## src/rtl/text_cursor_writer.sv

```systemverilog
// ----------------------------------------------------------------------------
// text_cursor_writer
//   Turns a stream of ASCII bytes into single-cycle writes to the character
//   RAM read by the LCD text renderer, and keeps a cursor over the
//   COLS x ROWS character grid. Handles CR, LF, BS and FF, line wrap,
//   page wrap and a full-screen hardware clear.
//
// Ports
//   MemoryClk   in   clock, everything on the rising edge
//   Reset       in   synchronous active-high reset (starts a full clear)
//   char_valid  in   char_data holds a byte this cycle
//   char_data   in   incoming ASCII byte
//   char_ready  out  a byte can be accepted this cycle (IDLE only)
//   wr_en       out  character RAM write strobe
//   wr_addr     out  character RAM address, row*COLS+col
//   wr_data     out  byte written
//   cursor_row  out  cursor row, 0..ROWS-1
//   cursor_col  out  cursor column, 0..COLS-1
//   busy        out  a clear sequence is running
//
// Build option
//   TEXT_LINE_CLEAR_EN : every move onto a new row first fills that row with
//                        FILL_CHAR (CLEAR_LINE state). Undefined: old row
//                        contents are left in place.
// ----------------------------------------------------------------------------
module text_cursor_writer #(
  parameter int          COLS      = 79,
  parameter int          ROWS      = 30,
  parameter int          ADDR_W    = 12,
  parameter logic [7:0]  FILL_CHAR = 8'h20
) (
  input  logic              MemoryClk,
  input  logic              Reset,
  input  logic              char_valid,
  input  logic [7:0]        char_data,
  output logic              char_ready,
  output logic              wr_en,
  output logic [ADDR_W-1:0] wr_addr,
  output logic [7:0]        wr_data,
  output logic [4:0]        cursor_row,
  output logic [6:0]        cursor_col,
  output logic              busy
);

  localparam logic [1:0] S_CLEAR_ALL  = 2'd0;
  localparam logic [1:0] S_IDLE       = 2'd1;
`ifdef TEXT_LINE_CLEAR_EN
  localparam logic [1:0] S_CLEAR_LINE = 2'd2;
  localparam logic [ADDR_W-1:0] LAST_COL_A = ADDR_W'(COLS - 1);
`endif

  localparam logic [ADDR_W-1:0] LAST_CELL = ADDR_W'(COLS * ROWS - 1);
  localparam logic [6:0]        LAST_COL  = 7'(COLS - 1);
  localparam logic [4:0]        LAST_ROW  = 5'(ROWS - 1);

  logic [1:0]        r_state;
  logic [ADDR_W-1:0] r_cnt;
  logic [4:0]        r_row;
  logic [6:0]        r_col;
  logic              r_wr_en;
  logic [ADDR_W-1:0] r_wr_addr;
  logic [7:0]        r_wr_data;

  logic [ADDR_W-1:0] w_line_base;
  logic [ADDR_W-1:0] w_cur_addr;
  logic [4:0]        w_row_next;
  logic              w_accept;
  logic              w_printable;

  assign w_line_base = ADDR_W'(r_row) * ADDR_W'(COLS);
  assign w_cur_addr  = w_line_base + ADDR_W'(r_col);
  // Row increment past the last row wraps to the top: no scrolling.
  assign w_row_next  = (r_row == LAST_ROW) ? 5'd0 : r_row + 5'd1;
  assign w_accept    = char_valid && (r_state == S_IDLE);
  assign w_printable = (char_data >= 8'h20) && (char_data <= 8'h7E);

  // Cursor, clear sequencing and registered RAM write port.
  always_ff @(posedge MemoryClk) begin
    if (Reset) begin
      r_state   <= S_CLEAR_ALL;
      r_cnt     <= '0;
      r_row     <= 5'd0;
      r_col     <= 7'd0;
      r_wr_en   <= 1'b0;
      r_wr_addr <= '0;
      r_wr_data <= 8'h00;
    end else begin
      r_wr_en <= 1'b0;
      case (r_state)
        S_CLEAR_ALL: begin
          r_wr_en   <= 1'b1;
          r_wr_addr <= r_cnt;
          r_wr_data <= FILL_CHAR;
          if (r_cnt == LAST_CELL) begin
            r_state <= S_IDLE;
            r_cnt   <= '0;
            r_row   <= 5'd0;
            r_col   <= 7'd0;
          end else begin
            r_cnt <= r_cnt + ADDR_W'(1);
          end
        end

        S_IDLE: begin
          if (w_accept) begin
            if (w_printable) begin
              r_wr_en   <= 1'b1;
              r_wr_addr <= w_cur_addr;
              r_wr_data <= char_data;
              if (r_col == LAST_COL) begin
                r_col <= 7'd0;
                r_row <= w_row_next;
`ifdef TEXT_LINE_CLEAR_EN
                r_state <= S_CLEAR_LINE;
                r_cnt   <= '0;
`endif
              end else begin
                r_col <= r_col + 7'd1;
              end
            end else if (char_data == 8'h0D) begin
              r_col <= 7'd0;
            end else if (char_data == 8'h0A) begin
              r_col <= 7'd0;
              r_row <= w_row_next;
`ifdef TEXT_LINE_CLEAR_EN
              r_state <= S_CLEAR_LINE;
              r_cnt   <= '0;
`endif
            end else if (char_data == 8'h08) begin
              // Backspace stops at column 0; it never climbs to the row above.
              if (r_col != 7'd0) begin
                r_col     <= r_col - 7'd1;
                r_wr_en   <= 1'b1;
                r_wr_addr <= w_cur_addr - ADDR_W'(1);
                r_wr_data <= FILL_CHAR;
              end else begin
                r_col <= r_col;
              end
            end else if (char_data == 8'h0C) begin
              r_state <= S_CLEAR_ALL;
              r_cnt   <= '0;
            end else begin
              r_col <= r_col;
            end
          end else begin
            r_col <= r_col;
          end
        end

`ifdef TEXT_LINE_CLEAR_EN
        S_CLEAR_LINE: begin
          // r_row already points at the new row; r_col stays 0.
          r_wr_en   <= 1'b1;
          r_wr_addr <= w_line_base + r_cnt;
          r_wr_data <= FILL_CHAR;
          if (r_cnt == LAST_COL_A) begin
            r_state <= S_IDLE;
            r_cnt   <= '0;
          end else begin
            r_cnt <= r_cnt + ADDR_W'(1);
          end
        end
`endif

        default: begin
          r_state <= S_CLEAR_ALL;
          r_cnt   <= '0;
        end
      endcase
    end
  end

  assign char_ready = (r_state == S_IDLE);
  assign busy       = (r_state != S_IDLE);
  assign wr_en      = r_wr_en;
  assign wr_addr    = r_wr_addr;
  assign wr_data    = r_wr_data;
  assign cursor_row = r_row;
  assign cursor_col = r_col;

endmodule

```

## config.mk

```make
export PLATFORM = sky130hd
export DESIGN_NAME = text_cursor_writer
export DESIGN_NICKNAME = d
export VERILOG_FILES = /design/src/rtl/text_cursor_writer.sv
export SDC_FILE = /design/constraint.sdc
export NUM_CORES = 1
export LEC_CHECK = 0
export CAP_MARGIN = 20
export CELL_PAD_IN_SITES_DETAIL_PLACEMENT = 1
export CELL_PAD_IN_SITES_GLOBAL_PLACEMENT = 2
export CORE_UTILIZATION = 30
export CTS_CLUSTER_SIZE = 14
export DETAILED_ROUTE_END_ITERATION = 7
export GPL_TIMING_DRIVEN = 0
export HOLD_SLACK_MARGIN = 0.06
export PLACE_DENSITY = 0.74
export SLEW_MARGIN = 5
export SYNTH_ARGS = -nofsm -noshare
export SYNTH_HDL_FRONTEND = slang
export SYNTH_SLANG_ARGS = --single-unit
```

## constraint.sdc

```tcl
create_clock -name MemoryClk -period 3.69 [get_ports MemoryClk]
set_input_delay 0.5535 -clock MemoryClk [delete_from_list [all_inputs] [get_ports MemoryClk]]
set_output_delay 0.5535 -clock MemoryClk [all_outputs]
set_load 0.1 [all_outputs]
```

==> results of run 1 <==
state kept, by name, indices dropped and copies added, names as in the netlist:
name and count:
cursor_row 5, r_state 1, r_cnt 12, cursor_col 7
wr_addr 12, wr_data 8, wr_en 1
worst max-delay path, cell delays in order (launching register included):
cell and delay, ns:
dfxtp_4 0.35, fa_2 0.59, inv_2 0.04, fa_1 0.48, fa_1 0.51, inv_2 0.05, ha_4 0.17, or2_4 0.27
o21ai_4 0.20, a2bb2oi_1 0.10, xnor2_1 0.28, nand4_1 0.18, xor2_1 0.19, a2111oi_2 0.28
metrics by stage:
stage	setup slack [ns]	instance area, um^2
3_3_place_gp	-0.2972	4197
6_report	-0.1043	4612
5_1_grt	-0.2826	4612
2_1_floorplan	-0.1304	3577
4_1_cts	-0.1533	4508
3_5_place_dp	-0.3519	4197
power by group:
part / switching [mW] / internal, mW / total [mW] / leakage (nW)
Clock: 0.213 / 0.252 / 0.465 / 0.0708
Sequential: 0.00526 / 0.497 / 0.502 / 0.379
Combinational: 0.0697 / 0.0397 / 0.109 / 1.37
per-layer routing:
layer	track usage (%)	share of wire, %	vias up
met5	0	0	-
met3	3.057	2.5	9
met1	25.46	48	1627
met2	32.41	48	50
met4	5.143	1.3	0
li1	-	-	1659
cell type report:
type	count	area, um^2
fill	1385	6807
multi-input combinational	332	2531
sequential	46	950.9
timing repair buffer	62	583.1
tap	143	178.9
inverter	35	131.4
clock buffer	6	128.9
buffer	16	93.84
clock inverter	2	13.76
logic make-up after synthesis:
group           after synthesis
compound gates              107
xor+xnor                     23
fa+ha+maj                    43
buf+inv                      51
flops                        46
mux                           4
simple gates                155
layout by cell type (no fill, tap or decap), drive strengths merged, types with 18 or more instances in the layout:
cell type and instances:
o21ai 18, dfxtp 46, a21oi 37, nor2 55, ha 32, nand2 34, buf 25, clkdlybuf4s50 44
inv 35, nand3 18
worst max path at each step:
| stage | end | slack [ns] | depth (start not counted) |
|---|---|---|---|
| after global routing | wr_addr[11] | -0.28 | 13 |
| after detailed placement | wr_addr[10] | -0.35 | 13 |
| after global placement | wr_addr[10] | -0.30 | 13 |
| after floorplan | wr_addr[11] | -0.13 | 14 |
| after CTS | wr_addr[10] | -0.15 | 13 |
| final | wr_addr[11] | -0.10 | 13 |
what timing repair did:
item                                    CTS  global route
buffers inserted                         14             5
hold buffers                              0             0
pin swaps                                15            17
gates resized for setup                  19            16
endpoints found under the setup margin    5             7
==> flow_summary.json, run 1 <==
{
  "relSlewSlack_pct": 34.01,
  "clk_pin_slew_ns": 0.07,
  "die_h_um": 110.0,
  "cp.required_ns": 3.89,
  "r2r-end": "wr_addr[11]",
  "synth-seq-cells": 46,
  "period_minus_slack_ns": 3.794,
  "utilization_pct": 40.39,
  "period_share_pct": 102.8,
  "syn_nets": 483,
  "status": "complete, but fails checks",
  "avgSynthCellArea_um2": 8.161,
  "start_kind": "register",
  "synthCells": 429,
  "peakVddDrop_mv": 0.2335,
  "core_um2": 11420,
  "final_nets": 552,
  "wirelength_um": 10860,
  "holdPathEnd": "wr_data[6]",
  "initial_utilization_pct": 30.66,
  "instances_no_fill": 642,
  "hold_viol_final": 0,
  "numPortBuffers": 44,
  "fin_setup_tns_ns": -0.2444,
  "finalWorstSetupSlack_ns": -0.1043,
  "rsz0062_at_grt": "true",
  "grt_usage_pct": 19.25,
  "clock.fmax_ghz": 0.2636,
  "numClockSinks": 46,
  "ys_warn_count": 0,
  "startpoint": "cursor_row[3]",
  "holdWs_ns": 0.4567,
  "yosys.area_share.simple_pct": 21.52,
  "yosysUniqueCellTypes": 62,
  "worst_pin_slew_ns": 0.9868,
  "gp_congestion": 0.7837,
  "worstSetupEndpointType": "register",
  "rr_worst_depth": 13,
  "viasPerCell": 5.210,
  "grt_overflow": 0,
  "worstPathArrival_ns": 3.99,
  "num_rows": 39,
  "clk_path_buf_depth": 2,
  "r2r_setup_slack_ns": -0.10,
  "synth_top_family_by_area": "simple AND/OR/NAND/NOR gates",
  "ant_nets": 0,
  "cts_tree": "yes",
  "seq_area_frac_synth_pct": 26.30,
  "cts.htree.levels": 2,
  "synth-adder-area-share_pct": 17.73,
  "setup_viol": 4,
  "worst_hold_path_type": "register to register",
  "synth_top_cell_area_share_pct": 26.30,
  "finClkSkew_ns": 0.007830,
  "synth_top_area_cell": "dfxtp_1",
  "critPathMaxFanout": 3,
  "grt_pass1_vias": 3380,
  "synth-edff-count": 0,
  "maxCapViolations": 0,
  "synth_area_um2": 3501,
  "synth-xor-area-share_pct": 5.754,
  "worstHoldStart": "wr_data[6]",
  "finalPower_mw": 1.076,
  "drtIter0Drc": 126,
  "wire_per_inst_um": 16.91,
  "yosys.cell_count.top_type": "nor2_1",
  "die_w_um": 110.0,
  "grt_pass1_wl_um": 17600,
  "r2r_start": "cursor_row[3]",
  "critPathKind": "register to register",
  "io_pins": 46,
  "dp_hpwl_um": 8217,
  "ys_top_cells_by_area": "dfxtp_1 26%, ha_1 11%, fa_1 6.3%, nor2_1 5.6%, a21oi_1 5.3%",
  "layout-drive-gt1-share_pct": 17.23,
  "drv_slew": 0,
  "drt_pass1_iterations": 4,
  "synth_compound_area_share_pct": 21.30,
  "numCtsBuffers": 5,
  "die_area_um2": 12110,
  "synth.cells.most_frequent": "52 x nor2_1, 46 x dfxtp_1, 37 x a21oi_1, 35 x inv_1, 34 x nand2_1",
  "yosys_most_used_dff": "dfxtp_1",
  "p_leak_nw": 1.816,
  "antenna_found_initial": 0,
  "grt_max_degree": 15,
  "ys_async_sr_fraction_pct": 0,
  "area_delta_synth_final_pct": 31.74,
  "violations": "setup timing",
  "drc_errors": 0,
  "placed_cells": 616,
  "hold_depth": 2,
  "synthMuxAreaShare_pct": 1.144,
  "n_antenna_cell": 0,
  "vias": 3345,
  "cts_root_buf": "clkbuf_16",
  "power_density_nw_per_um2": 233.4,
  "clk_latency_ns": 0.30
}
(Power assumes the default switching activity.)
==> run 2: changes to the inputs <==
==> constraint.sdc (replaced) <==
create_clock -name MemoryClk -period 3.69 [get_ports MemoryClk]
set_input_delay 0.369 -clock MemoryClk [delete_from_list [all_inputs] [get_ports MemoryClk]]
set_output_delay 0.369 -clock MemoryClk [all_outputs]
set_load 0.1 [all_outputs]
==> results of run 2 <==
Same layout as run 1 (identical final DEF). Status: complete, but fails checks: setup timing.
Main changes from that run: hold slack 0.4567 ns -> 0.3923 ns; end point of the worst hold path wr_data[6] -> wr_data[1]
==> RTL edit (flow settings as in run 2) <==
Make the reset (`Reset`) asynchronous in one clocked block. Comments in the files are not updated.
--- a/src/rtl/text_cursor_writer.sv
+++ b/src/rtl/text_cursor_writer.sv
@@ -75,7 +75,7 @@
   assign w_printable = (char_data >= 8'h20) && (char_data <= 8'h7E);
 
   // Cursor, clear sequencing and registered RAM write port.
-  always_ff @(posedge MemoryClk) begin
+  always_ff @(posedge MemoryClk or posedge Reset) begin
     if (Reset) begin
       r_state   <= S_CLEAR_ALL;
       r_cnt     <= '0;
Formal check against the unedited RTL: differs if Reset is asserted again (counterexample within 4 cycles, from zero or initial values and one cycle with Reset high); with Reset held inactive, the same outputs for 10 cycles.
==> RTL edit against run 2 <==
- the run ends with DRC, setup timing left
- sequential cell count unchanged
- first-iteration DRC count down 15%
- setup slack worse by 120 ps
- final area up 2.3%
- synthesized cell count down 6.5%
- area after synthesis up 2.4%
- wire length down 9.4%
- critical path type unchanged
Power is left out: the tool's default activity adds up to more than one toggle a clock period on the data nets, which glitch-free logic cannot reach.
==> RTL edit: results (changes against run 2) <==
* Global-route wire length before repair at 16.6 mm (was 17.6 mm)
* Placed Cells at 590 (was 616)
* Number of global-route vias before repair at 3287 (was 3380)
* Compound-Gate Fraction of Synth Area at 19.1% (was 21.3%)
* Unique cell type count in the Yosys netlist at 60 (was 62)
* First-pass DRT Iterations at 8 (was 4)
* Violated checks: DRC, setup timing (was setup timing)
* Run status: finished, violations left (unchanged)
* Synth Area in XOR/XNOR at 4.89% (was 5.75%)
* # setup viols final at 6 (was 4)
* Most frequent cells after synthesis: dfrtp_1 (46), nand2_1 (43), o21ai_0 (42), ha_1 (32), inv_1 (31) (was nor2_1 (52), dfxtp_1 (46), a21oi_1 (37), inv_1 (35), nand2_1 (34))
* Layout Nets at 524 (was 552)
* Clock skew at 7.09 ps (was 7.83 ps)
* Ys async rst share at 100% (was 0%)
* Post-route design area at 4720 um^2 (was 4610 um^2)
* Area contributors post-synth: dfrtp_1 (32%), ha_1 (11%), fa_1 (6.1%) (was dfxtp_1 (26%), ha_1 (11%), fa_1 (6.3%))
* Reg-to-reg startpoint: cursor_row[2] (was cursor_row[3])
* Vias at 3170 (was 3345)
* Final GP Congestion at 0.794 (was 0.784)
* Mapped Nets at 455 (was 483)
* Capture point of the worst path: wr_addr[10] (was wr_addr[11])
* Worst setup margin at -223 ps (was -104 ps)
* Register area share after synthesis at 32.1% (was 26.3%)
* Min-delay worst type: in2async (was in2reg)
* Detailed placement HPWL at 7.50 mm (was 8.22 mm)
* DRC Markers at 8 (was 0)
* Buffers on Ports at 45 (was 44)
RTL edit: cell types whose count changed after synthesis, sizes merged, moves of 5 or more:
cell / delta
dfxtp: -46
o31ai: +6
xor2: -5
dfrtp: +46
a21oi: -22
nor2: -30
nand2: +9
and3: +8
o21ai: +26
RTL edit: per-layer routing:
layer | vias up | track usage, % | wire length [um]
met5 | - | 0 | 0
met1 | 1555 | 21.6 | 4560
met2 | 41 | 28.7 | 4910
met4 | 0 | 4.77 | 129
li1 | 1564 | - | -
met3 | 10 | 2.84 | 231
RTL edit: repair_timing:
action	in CTS	in global routing
gates resized for setup	7	12
setup buffers	12	5
endpoints found under the setup margin	7	7
pin swaps	16	9
RTL edit: layout make-up:
type	instances	area, um^2
tap	143	179
clock inverter	3	21.3
multi-input combinational	310	2420
inverter	33	129
timing repair buffer	62	607
sequential	46	1180
clock buffer	5	125
fill	1346	6800
buffer	12	57.6
